### src/rtl/moving_average_filter.sv
// moving_average_filter: running-sum boxcar mean of the last 2^LOG2_TAPS samples (MOVAVG_ROUND_EN selects round-half-up output)
module moving_average_filter #(
  parameter int DATA_W    = 12,
  parameter int LOG2_TAPS = 4
) (
  input  logic              clock_i,
  input  logic              reset_i,
  input  logic              clear_i,
  input  logic              in_valid_i,
  input  logic [DATA_W-1:0] in_data_i,
  output logic              out_valid_o,
  output logic [DATA_W-1:0] out_data_o,
  output logic              settled_o
);
  localparam int TAPS = 1 << LOG2_TAPS;
  localparam int AW   = DATA_W + LOG2_TAPS + 1;
  localparam int CW   = LOG2_TAPS + 1;
  logic [DATA_W-1:0]    buf_q [TAPS];
  logic [LOG2_TAPS-1:0] wr_q;
  logic signed [AW-1:0] acc_q, acc_d;
  logic [CW-1:0]        cnt_q, cnt_d;
  logic                 pend_q, out_valid_q, settled_q;
  logic [DATA_W-1:0]    out_q, avg;
  // running sum adds the new sample and retires the one it overwrites; fill count saturates at TAPS
  always_comb begin
    acc_d = acc_q + {{(LOG2_TAPS+1){in_data_i[DATA_W-1]}}, in_data_i}
                  - {{(LOG2_TAPS+1){buf_q[wr_q][DATA_W-1]}}, buf_q[wr_q]};
    cnt_d = (cnt_q == CW'(TAPS)) ? cnt_q : cnt_q + CW'(1);
  end
`ifdef MOVAVG_ROUND_EN
  logic [DATA_W:0] rnd;
  // adding the bit just below the binary point to the floored quotient rounds half up
  assign rnd = acc_q[AW-1:LOG2_TAPS] + (DATA_W+1)'(acc_q[LOG2_TAPS-1]);
  assign avg = (rnd[DATA_W:DATA_W-1] == 2'b01) ? {1'b0, {(DATA_W-1){1'b1}}} : rnd[DATA_W-1:0];
`else
  assign avg = acc_q[DATA_W+LOG2_TAPS-1:LOG2_TAPS];
`endif
  // reset and clear both return to the empty state; otherwise accept samples and register the average a cycle later
  always_ff @(posedge clock_i or posedge reset_i)
    if (reset_i) begin
      for (int i = 0; i < TAPS; i++) buf_q[i] <= '0;
      wr_q        <= '0;
      acc_q       <= '0;
      cnt_q       <= '0;
      settled_q   <= 1'b0;
      pend_q      <= 1'b0;
      out_valid_q <= 1'b0;
      out_q       <= '0;
    end else if (clear_i) begin
      for (int i = 0; i < TAPS; i++) buf_q[i] <= '0;
      wr_q        <= '0;
      acc_q       <= '0;
      cnt_q       <= '0;
      settled_q   <= 1'b0;
      pend_q      <= 1'b0;
      out_valid_q <= 1'b0;
      out_q       <= '0;
    end else begin
      pend_q      <= in_valid_i;
      out_valid_q <= pend_q;
      if (pend_q) out_q <= avg;
      if (in_valid_i) begin
        buf_q[wr_q] <= in_data_i;
        wr_q        <= wr_q + LOG2_TAPS'(1);
        acc_q       <= acc_d;
        cnt_q       <= cnt_d;
        settled_q   <= (cnt_d == CW'(TAPS));
      end
    end
  assign out_valid_o = out_valid_q;
  assign out_data_o  = out_q;
  assign settled_o   = settled_q;
endmodule

### config.mk
export PLATFORM = sky130hd
export DESIGN_NAME = moving_average_filter
export DESIGN_NICKNAME = d
export VERILOG_FILES = /design/src/rtl/moving_average_filter.sv
export SDC_FILE = /design/constraint.sdc
export NUM_CORES = 1
export LEC_CHECK = 0
export CORE_UTILIZATION = 46
export DETAILED_ROUTE_END_ITERATION = 7
export GPL_TIMING_DRIVEN = 0
export SLEW_MARGIN = 15
export SYNTH_ARGS = -nofsm -noshare
export SYNTH_HDL_FRONTEND = slang
export SYNTH_SLANG_ARGS = --single-unit
### constraint.sdc
create_clock -name clock_i -period 15.66 [get_ports clock_i]
set_clock_uncertainty 0.1 [all_clocks]
set_input_delay 3.132 -clock clock_i [delete_from_list [all_inputs] [get_ports clock_i]]
set_output_delay 3.132 -clock clock_i [all_outputs]
set_load 0.05 [all_outputs]
==> results of run 1 <==
-- critical path: stages --
cell	delay, ns
sky130_fd_sc_hd__clkdlybuf4s50_1	0.52
sky130_fd_sc_hd__clkbuf_1	0.40
sky130_fd_sc_hd__clkbuf_1	0.48
sky130_fd_sc_hd__inv_1	0.28
sky130_fd_sc_hd__fa_1	0.59
sky130_fd_sc_hd__inv_1	0.04
sky130_fd_sc_hd__ha_1	0.27
sky130_fd_sc_hd__buf_6	0.14
sky130_fd_sc_hd__a21o_1	0.17
sky130_fd_sc_hd__a21o_1	0.19
sky130_fd_sc_hd__a221oi_2	0.37
sky130_fd_sc_hd__a21oi_1	0.11
sky130_fd_sc_hd__and3b_1	0.23
sky130_fd_sc_hd__mux2_4	0.29
-- power by group through the flow --
stage                     sequential, mW  combinational, mW  clock, mW
after floorplan                    0.656              0.319          0
after global placement             0.653              0.417          0
after detailed placement           0.652              0.425          0
after CTS                          0.642              0.426      0.624
after global routing               0.645              0.477      0.649
final                              0.642              0.426      0.620
-- kinds of logic after synthesis --
| family | count (synthesis) | share of synthesized area (%) |
|---|---|---|
| flip-flops | 232 | 47.48 |
| AO/OA/AOI/OAI | 242 | 10.65 |
| buffers and inverters | 177 | 5.945 |
| adder cells (fa/ha/maj) | 38 | 4.810 |
| AND/OR/NAND/NOR | 509 | 16.69 |
| multiplexers | 83 | 13.13 |
| XOR/XNOR | 18 | 1.289 |
-- sequential cells by signal, summed over array words and instances, names as in the netlist --
register     count
settled_o        1
cnt_q            5
buf_q          192
acc_q           16
out_valid_o      1
wr_q             4
pend_q           1
out_data_o      12
-- stage by stage --
step	hold WS [ns]	instances	area, um2	setup WS, ns
finish	0.4165	1700	13750	8.740
global placement	0.4004	1652	12830	2.661
detailed placement	0.4090	1654	12890	8.238
floorplan	0.3711	1299	12230	6.067
global route	0.4372	1700	13750	8.574
CTS	0.4208	1700	13750	8.807
-- final timing paths --
path                                startpoint              to  slack (ns)  cells after the start
worst max-delay path             in_data_i[11]       acc_q[15]        8.74                     14
worst min-delay path            out_data_o[11]  out_data_o[11]        0.42                      2
max in group asynchronous              reset_i       buf_q[65]       11.32                      4
worst max register to register         wr_q[1]       acc_q[15]       10.70                     14
worst min register to register  out_data_o[11]  out_data_o[11]        0.42                      2
min in group asynchronous              reset_i        cnt_q[3]        2.90                      2
-- per-layer routing --
layer / track usage (%) / routed length (um)
met5: 0 / 0
met4: 11.88 / 1522
met3: 4.093 / 2230
met2: 43.06 / 16330
met1: 37.28 / 15210
-- layout make-up --
type	count	area, um2
clock inverters	4	60.06
repair buffers	20	235.2
clock buffers	42	802.0
inverters	65	251.5
multi-input cells	890	5694
well taps	335	419.2
fillers	2385	12310
plain buffers	112	483.0
flip-flops and latches	232	5806
-- synth_stat cells (all sizes together) (2+ instances only) --
cell | instances | area [um2]
nand2 | 404 | 1516
nand4 | 12 | 75.07
ha | 23 | 287.8
mux4 | 60 | 1370
o21bai | 3 | 22.52
nand3 | 17 | 85.08
nor2b | 6 | 37.54
fa | 15 | 300.3
o31a | 2 | 17.52
inv | 65 | 244.0
mux2i | 22 | 220.2
a211oi | 3 | 22.52
buf | 24 | 151.4
nor3 | 4 | 20.02
a21oi | 204 | 1021
clkbuf | 88 | 331.6
nor2 | 49 | 183.9
a21boi | 2 | 15.01
or3 | 2 | 12.51
and4 | 2 | 17.52
o311ai | 2 | 17.52
dfrtp | 232 | 5806
nor3b | 2 | 15.01
xnor2 | 10 | 87.58
a31oi | 2 | 12.51
xor2 | 8 | 70.07
o21ai | 10 | 50.05
a21o | 3 | 22.52
nand2b | 6 | 37.54
==> impl_summary.txt, run 1 <==
----------------------------------------------------
[Clocking]
  CTS tree ... built
  Number of cells upsized or downsized after cts ... 0
  Longest Clk Path Bufs ... 3
  Root buffer cell ... sky130_fd_sc_hd__clkbuf_16
  Total clock buffers created by CTS ... 27
  Clock insertion delay at the later pin of the skew report ... 0.55 ns
  H-tree depth reported by CTS ... 1
  Clock slew seen by the registers of the worst setup and hold paths ... 0.05 ns
  Post-CTS Setup Inserts ... 0
  Clock sinks ... 232
  CTS hold repair buffers ... 0

[Pwr]
  Combinational cell fraction of total power ... 25.2%
  Pwr Total ... 1.688 mW
  Switching Power ... 0.5276 mW
  Total power density per cell area ... 122.7 nW/um2
  LEAKAGE ... 5.729 nW
  Part of the total power dissipated in the clock network ... 36.7%
  Sequential cell fraction of total power ... 38.0%
  Sw Share ... 31.26%
  Internal power ... 1.160 mW
  Max rail drop VDD ... 0.09179 mV

[Timing]
  Final period util ... 44.19%
  Worst max-slew margin expressed relative to the limit ... 40.06%
  TNS Setup ... 0 ns
  Tmin final ... 6.920 ns
  Unrepaired setup endpoints after global routing ... false
  Count of endpoints failing setup in the final report ... 0
  Fin. Hold Viols ... 0
  Transition at the pin with the smallest max-transition slack ... 0.8991 ns
  Highest clock frequency the design can meet ... 144.5 MHz
  Final count of pins violating max slew ... 0

[Hold path]
  Hold crit path type ... reg2reg

[Run]
  Max cap viols ... 0

[Critical path]
  Element type at the critical path start ... input port
  Crit path kind ... in2reg
  Arrival time at the worst endpoint ... 7.24 ns
  CP Capture Type ... flop
  Maximum fanout along the worst path ... 10
  Data required time of the critical path ... 15.98 ns

[Final layout]
  Growth of design area from synthesis to finish ... 12.46%
  Layout cells sized above 1 ... 8.938%
  Commonest cells after routing, fill and taps aside ... 404 x sky130_fd_sc_hd__nand2_1, 232 x sky130_fd_sc_hd__dfrtp_1, 204 x sky130_fd_sc_hd__a21oi_1
  Final core area utilization ... 52.77%
  Most frequent standard cell in the layout excluding fill and tap cells ... sky130_fd_sc_hd__nand2_1
  Final-stage net count ... 1,402
  # diodes ... 0

[Global routing]
  Global-route wire length before repair ... 55,490 um
  Maximum number of pins on one net before global-route repair ... 87
  Via count of the first global-routing pass ... 9,625
  Aggregate global routing overflow ... 0
  Tot GR Track Use ... 27.25%
  Number of antenna violations at the first check in global routing ... 0

[Drt]
  Starting DRC count in detailed routing ... 860
  First-pass detailed-route iteration total ... 5
  Routed len/inst ... 20.76 um
  Total Routed Length ... 35,290 um
  Total vias in the final route ... 9,671
  Number of nets still failing antenna checks after routing ... 0
  Number of vias per cell ... 5.689
  DRC errors left ... 0

[Synth]
  Syn avg cell area ... 9.412 um2
  Flops & latches, synth ... 232
  Top FF cell, synth ... sky130_fd_sc_hd__dfrtp_1
  Post-Syn Nets ... 1,353
  Number of standard cells after synthesis ... 1,299
  Number of flops mapped to enable cells by yosys ... 0
  Count of cell types in the netlist ... 53
  Share of async-settable or async-resettable flops after synthesis ... 100.0%
  Cell area after synthesis ... 12,230 um2
  Share of the yosys chip area belonging to registers ... 47.48%
  Total of warnings raised by yosys ... 0

[Die]
  Top Ports ... 30
  Core region area ... 26,060 um2
  Effective utilization at floorplan ... 46.92%
  Horizontal die dimension ... 165.0 um
  Floorplan die area ... 27,240 um2
  Die height ... 165.0 um
  Number of rows in the core area ... 59

[Placement]
  GP Congestion ... 0.9099
  I/O Buffers ... 18
  Post-detail-place hpwl ... 25,470 um

[Run status]
  Status ... finished clean

----------------------------------------------------
Power figures use the tool's default switching activity.
==> run 2, diff against run 1 <==
==> constraint.sdc (replaced) <==
create_clock -name clock_i -period 7 [get_ports clock_i]
set_clock_uncertainty 0.1 [all_clocks]
set_input_delay 1.4 -clock clock_i [delete_from_list [all_inputs] [get_ports clock_i]]
set_output_delay 1.4 -clock clock_i [all_outputs]
set_load 0.05 [all_outputs]
==> run 2 against run 1 <==
Utilization rose by 0.74 points. Highest routed layer unchanged. Clock power rose by 140%. Critical path type unchanged. Clock-buffer cell count fell by 4. Via count fell by 1.1%.
==> impl_summary.txt, run 2 (synthesized netlist as in run 1, its figures left out) <==
----------------------------------------------------
[Run status]
  Status ... finished clean

[Clocking]
  CTS tree ... built
  Clock slew seen by the registers of the worst setup and hold paths ... 0.06 ns (about the same)
  Root buffer cell ... sky130_fd_sc_hd__clkbuf_16
  Longest Clk Path Bufs ... 3 (unchanged)
  CTS hold repair buffers ... 0 (unchanged)
  Clock insertion delay at the later pin of the skew report ... 0.55 ns (about the same)
  Clock sinks ... 232 (unchanged)
  H-tree depth reported by CTS ... 1 (unchanged)
  Number of cells upsized or downsized after cts ... 0 (unchanged)
  Total clock buffers created by CTS ... 27 (unchanged)
  Post-CTS Setup Inserts ... 0 (unchanged)

[Global routing]
  Global-route wire length before repair ... 55,180 um (-0.56%)
  Via count of the first global-routing pass ... 9,390 (-2.4%)
  Aggregate global routing overflow ... 0 (unchanged)
  Met2 demand-to-capacity share in global routing ... 43.88% (+0.82 points)
  Maximum number of pins on one net before global-route repair ... 35 (-60%)
  Number of antenna violations at the first check in global routing ... 0 (unchanged)
  GR Util met1 ... 37.73% (+0.45 points)
  Global routing usage on met3 ... 4.395% (+0.30 points)
  Most Used Layer, Global Route ... met2
  Tot GR Track Use ... 27.30% (+0.050 points)

[Final layout]
  Layout cells sized above 1 ... 9.898% (+0.96 points)
  Register with the highest flop count ... buf_q
  Final core area utilization ... 53.51% (+0.74 points)
  Growth of design area from synthesis to finish ... 14.04%
  Total non-filler cell area in the finished layout ... 13,940 um2 (+1.4%)
  Final Non-Filler Cells ... 1,709 (+0.53%)
  Most frequent standard cell in the layout excluding fill and tap cells ... sky130_fd_sc_hd__nand2_1
  Final-stage net count ... 1,408 (+0.43%)
  Fillcell total ... 2,346 (-1.6%)
  Flip-flop count of the largest register after layout ... 192 (unchanged)
  # diodes ... 0 (unchanged)
  Commonest cells after routing, fill and taps aside ... 404 x sky130_fd_sc_hd__nand2_1, 232 x sky130_fd_sc_hd__dfrtp_1, 204 x sky130_fd_sc_hd__a21oi_1

[Drt]
  Number of nets still failing antenna checks after routing ... 0 (unchanged)
  Number of vias per cell ... 5.594 (-1.7%)
  Total vias in the final route ... 9,560 (-1.1%)
  First-pass detailed-route iteration total ... 7 (+2)
  DRC errors left ... 0 (unchanged)
  Starting DRC count in detailed routing ... 816 (-5.1%)
  Total Routed Length ... 35,570 um (+0.80%)
  Routed len/inst ... 20.81 um (+0.27%)

[Critical path]
  Crit path kind ... in2reg
  Arrival time at the worst endpoint ... 5.38 ns (-1.86 ns)
  Element type at the critical path start ... input port
  Data required time of the critical path ... 7.32 ns (-8.66 ns)
  Maximum fanout along the worst path ... 10 (unchanged)
  CP Capture Type ... flop

[Pwr]
  Pwr Total ... 3.882 mW (+130%)
  LEAKAGE ... 5.812 nW (+1.4%)
  Max rail drop VDD ... 0.2636 mV (+190%)
  Total power density per cell area ... 278.4 nW/um2 (+130%)

[Die]
  Floorplan die area ... 27,240 um2 (unchanged)
  Core region area ... 26,060 um2 (unchanged)
  Horizontal die dimension ... 165.0 um (unchanged)
  Die height ... 165.0 um (unchanged)
  Top Ports ... 30 (unchanged)
  Effective utilization at floorplan ... 46.92% (unchanged)
  Number of rows in the core area ... 59 (unchanged)

[Placement]
  Worst Setup Slack post-DPL ... 1.433 ns (-6.804 ns)
  Cell Count Post-Placement ... 1,660 (+0.36%)
  Post-detail-place hpwl ... 25,650 um (+0.71%)
  Instance area at placement ... 13,010 um2 (+0.90%)
  GP Congestion ... 0.9232 (+1.5%)
  I/O Buffers ... 18 (unchanged)

[Timing]
  Least setup slack across all paths after layout ... 1.938 ns (-6.802 ns)
  Unrepaired setup endpoints after global routing ... false
  Worst max-slew margin expressed relative to the limit ... 33.86% (-6.2 points)
  Fin. Hold Viols ... 0 (unchanged)
  Final period util ... 72.32%
  Tmin final ... 5.062 ns
  Count of endpoints failing setup in the final report ... 0 (unchanged)
  Transition at the pin with the smallest max-transition slack ... 0.9922 ns (+0.09312 ns)
  TNS Setup ... 0 ns (unchanged)
  Highest clock frequency the design can meet ... 197.5 MHz
  Hold WS ... 0.4099 ns (-0.006581 ns)
  Final count of pins violating max slew ... 0 (unchanged)

[Hold path]
  Hold crit path type ... reg2reg

[Run]
  Max cap viols ... 0 (unchanged)

----------------------------------------------------
-- run 2: cell count changes in the layout (fill, tap and decap cells not counted), sizes merged --
cell,before,now
buf,26,32
bufinv,1,3
clkbuf,130,126
clkinv,2,4
clkinvlp,0,4
inv,66,65
-- run 2: worst paths after layout --
| path | startpoint | endpoint | slack, ns | cells after the start |
|---|---|---|---|---|
| max in group asynchronous | reset_i | buf_q[81] | 4.79 | 5 |
| worst max register to register | wr_q[1] | acc_q[15] | 2.04 | 14 |
| min in group asynchronous | reset_i | buf_q[181] | 1.08 | 2 |
| worst min register to register | acc_q[11] | acc_q[11] | 0.41 | 2 |
| worst min-delay path | acc_q[11] | acc_q[11] | 0.41 | 2 |
| worst max-delay path | in_data_i[11] | acc_q[15] | 1.94 | 14 |
-- run 2: final cells by class --
type / instances / area (um2) / area share [%]
Buffer: 112 / 483.0 / 3.464
Sequential cell: 232 / 5806 / 41.64
Multi-Input combinational cell: 890 / 5694 / 40.84
Inverter: 65 / 247.7 / 1.777
Clock buffer: 38 / 797.0 / 5.716
Clock inverter: 11 / 141.4 / 1.014
Tap cell: 335 / 419.2 / 3.006
Timing Repair Buffer: 26 / 355.3 / 2.548
-- run 2: metal layers --
metal  up-vias  wire length (um)
met5         -                 0
met2       320             16410
met4         0              1190
li1       4441                 -
met1      4725             15610
met3        74              2356
-- run 2: where the power goes --
part           internal [mW]  leakage (nW)  switching [mW]  total, mW
Combinational          0.384          2.14           0.578      0.962
Sequential              1.40          3.22          0.0400       1.44
Clock                  0.901         0.457           0.582       1.48
-- run 2: critical path, cell delays in order --
cell and delay [ns]:
sky130_fd_sc_hd__clkdlybuf4s50_1 0.52, sky130_fd_sc_hd__clkbuf_1 0.41, sky130_fd_sc_hd__clkbuf_1 0.43, sky130_fd_sc_hd__inv_1 0.26
sky130_fd_sc_hd__fa_1 0.57, sky130_fd_sc_hd__inv_1 0.04, sky130_fd_sc_hd__ha_1 0.28, sky130_fd_sc_hd__buf_6 0.14
sky130_fd_sc_hd__a21o_1 0.17, sky130_fd_sc_hd__a21o_1 0.19, sky130_fd_sc_hd__a221oi_2 0.32, sky130_fd_sc_hd__a21oi_1 0.11
sky130_fd_sc_hd__and3b_1 0.24, sky130_fd_sc_hd__mux2_4 0.30
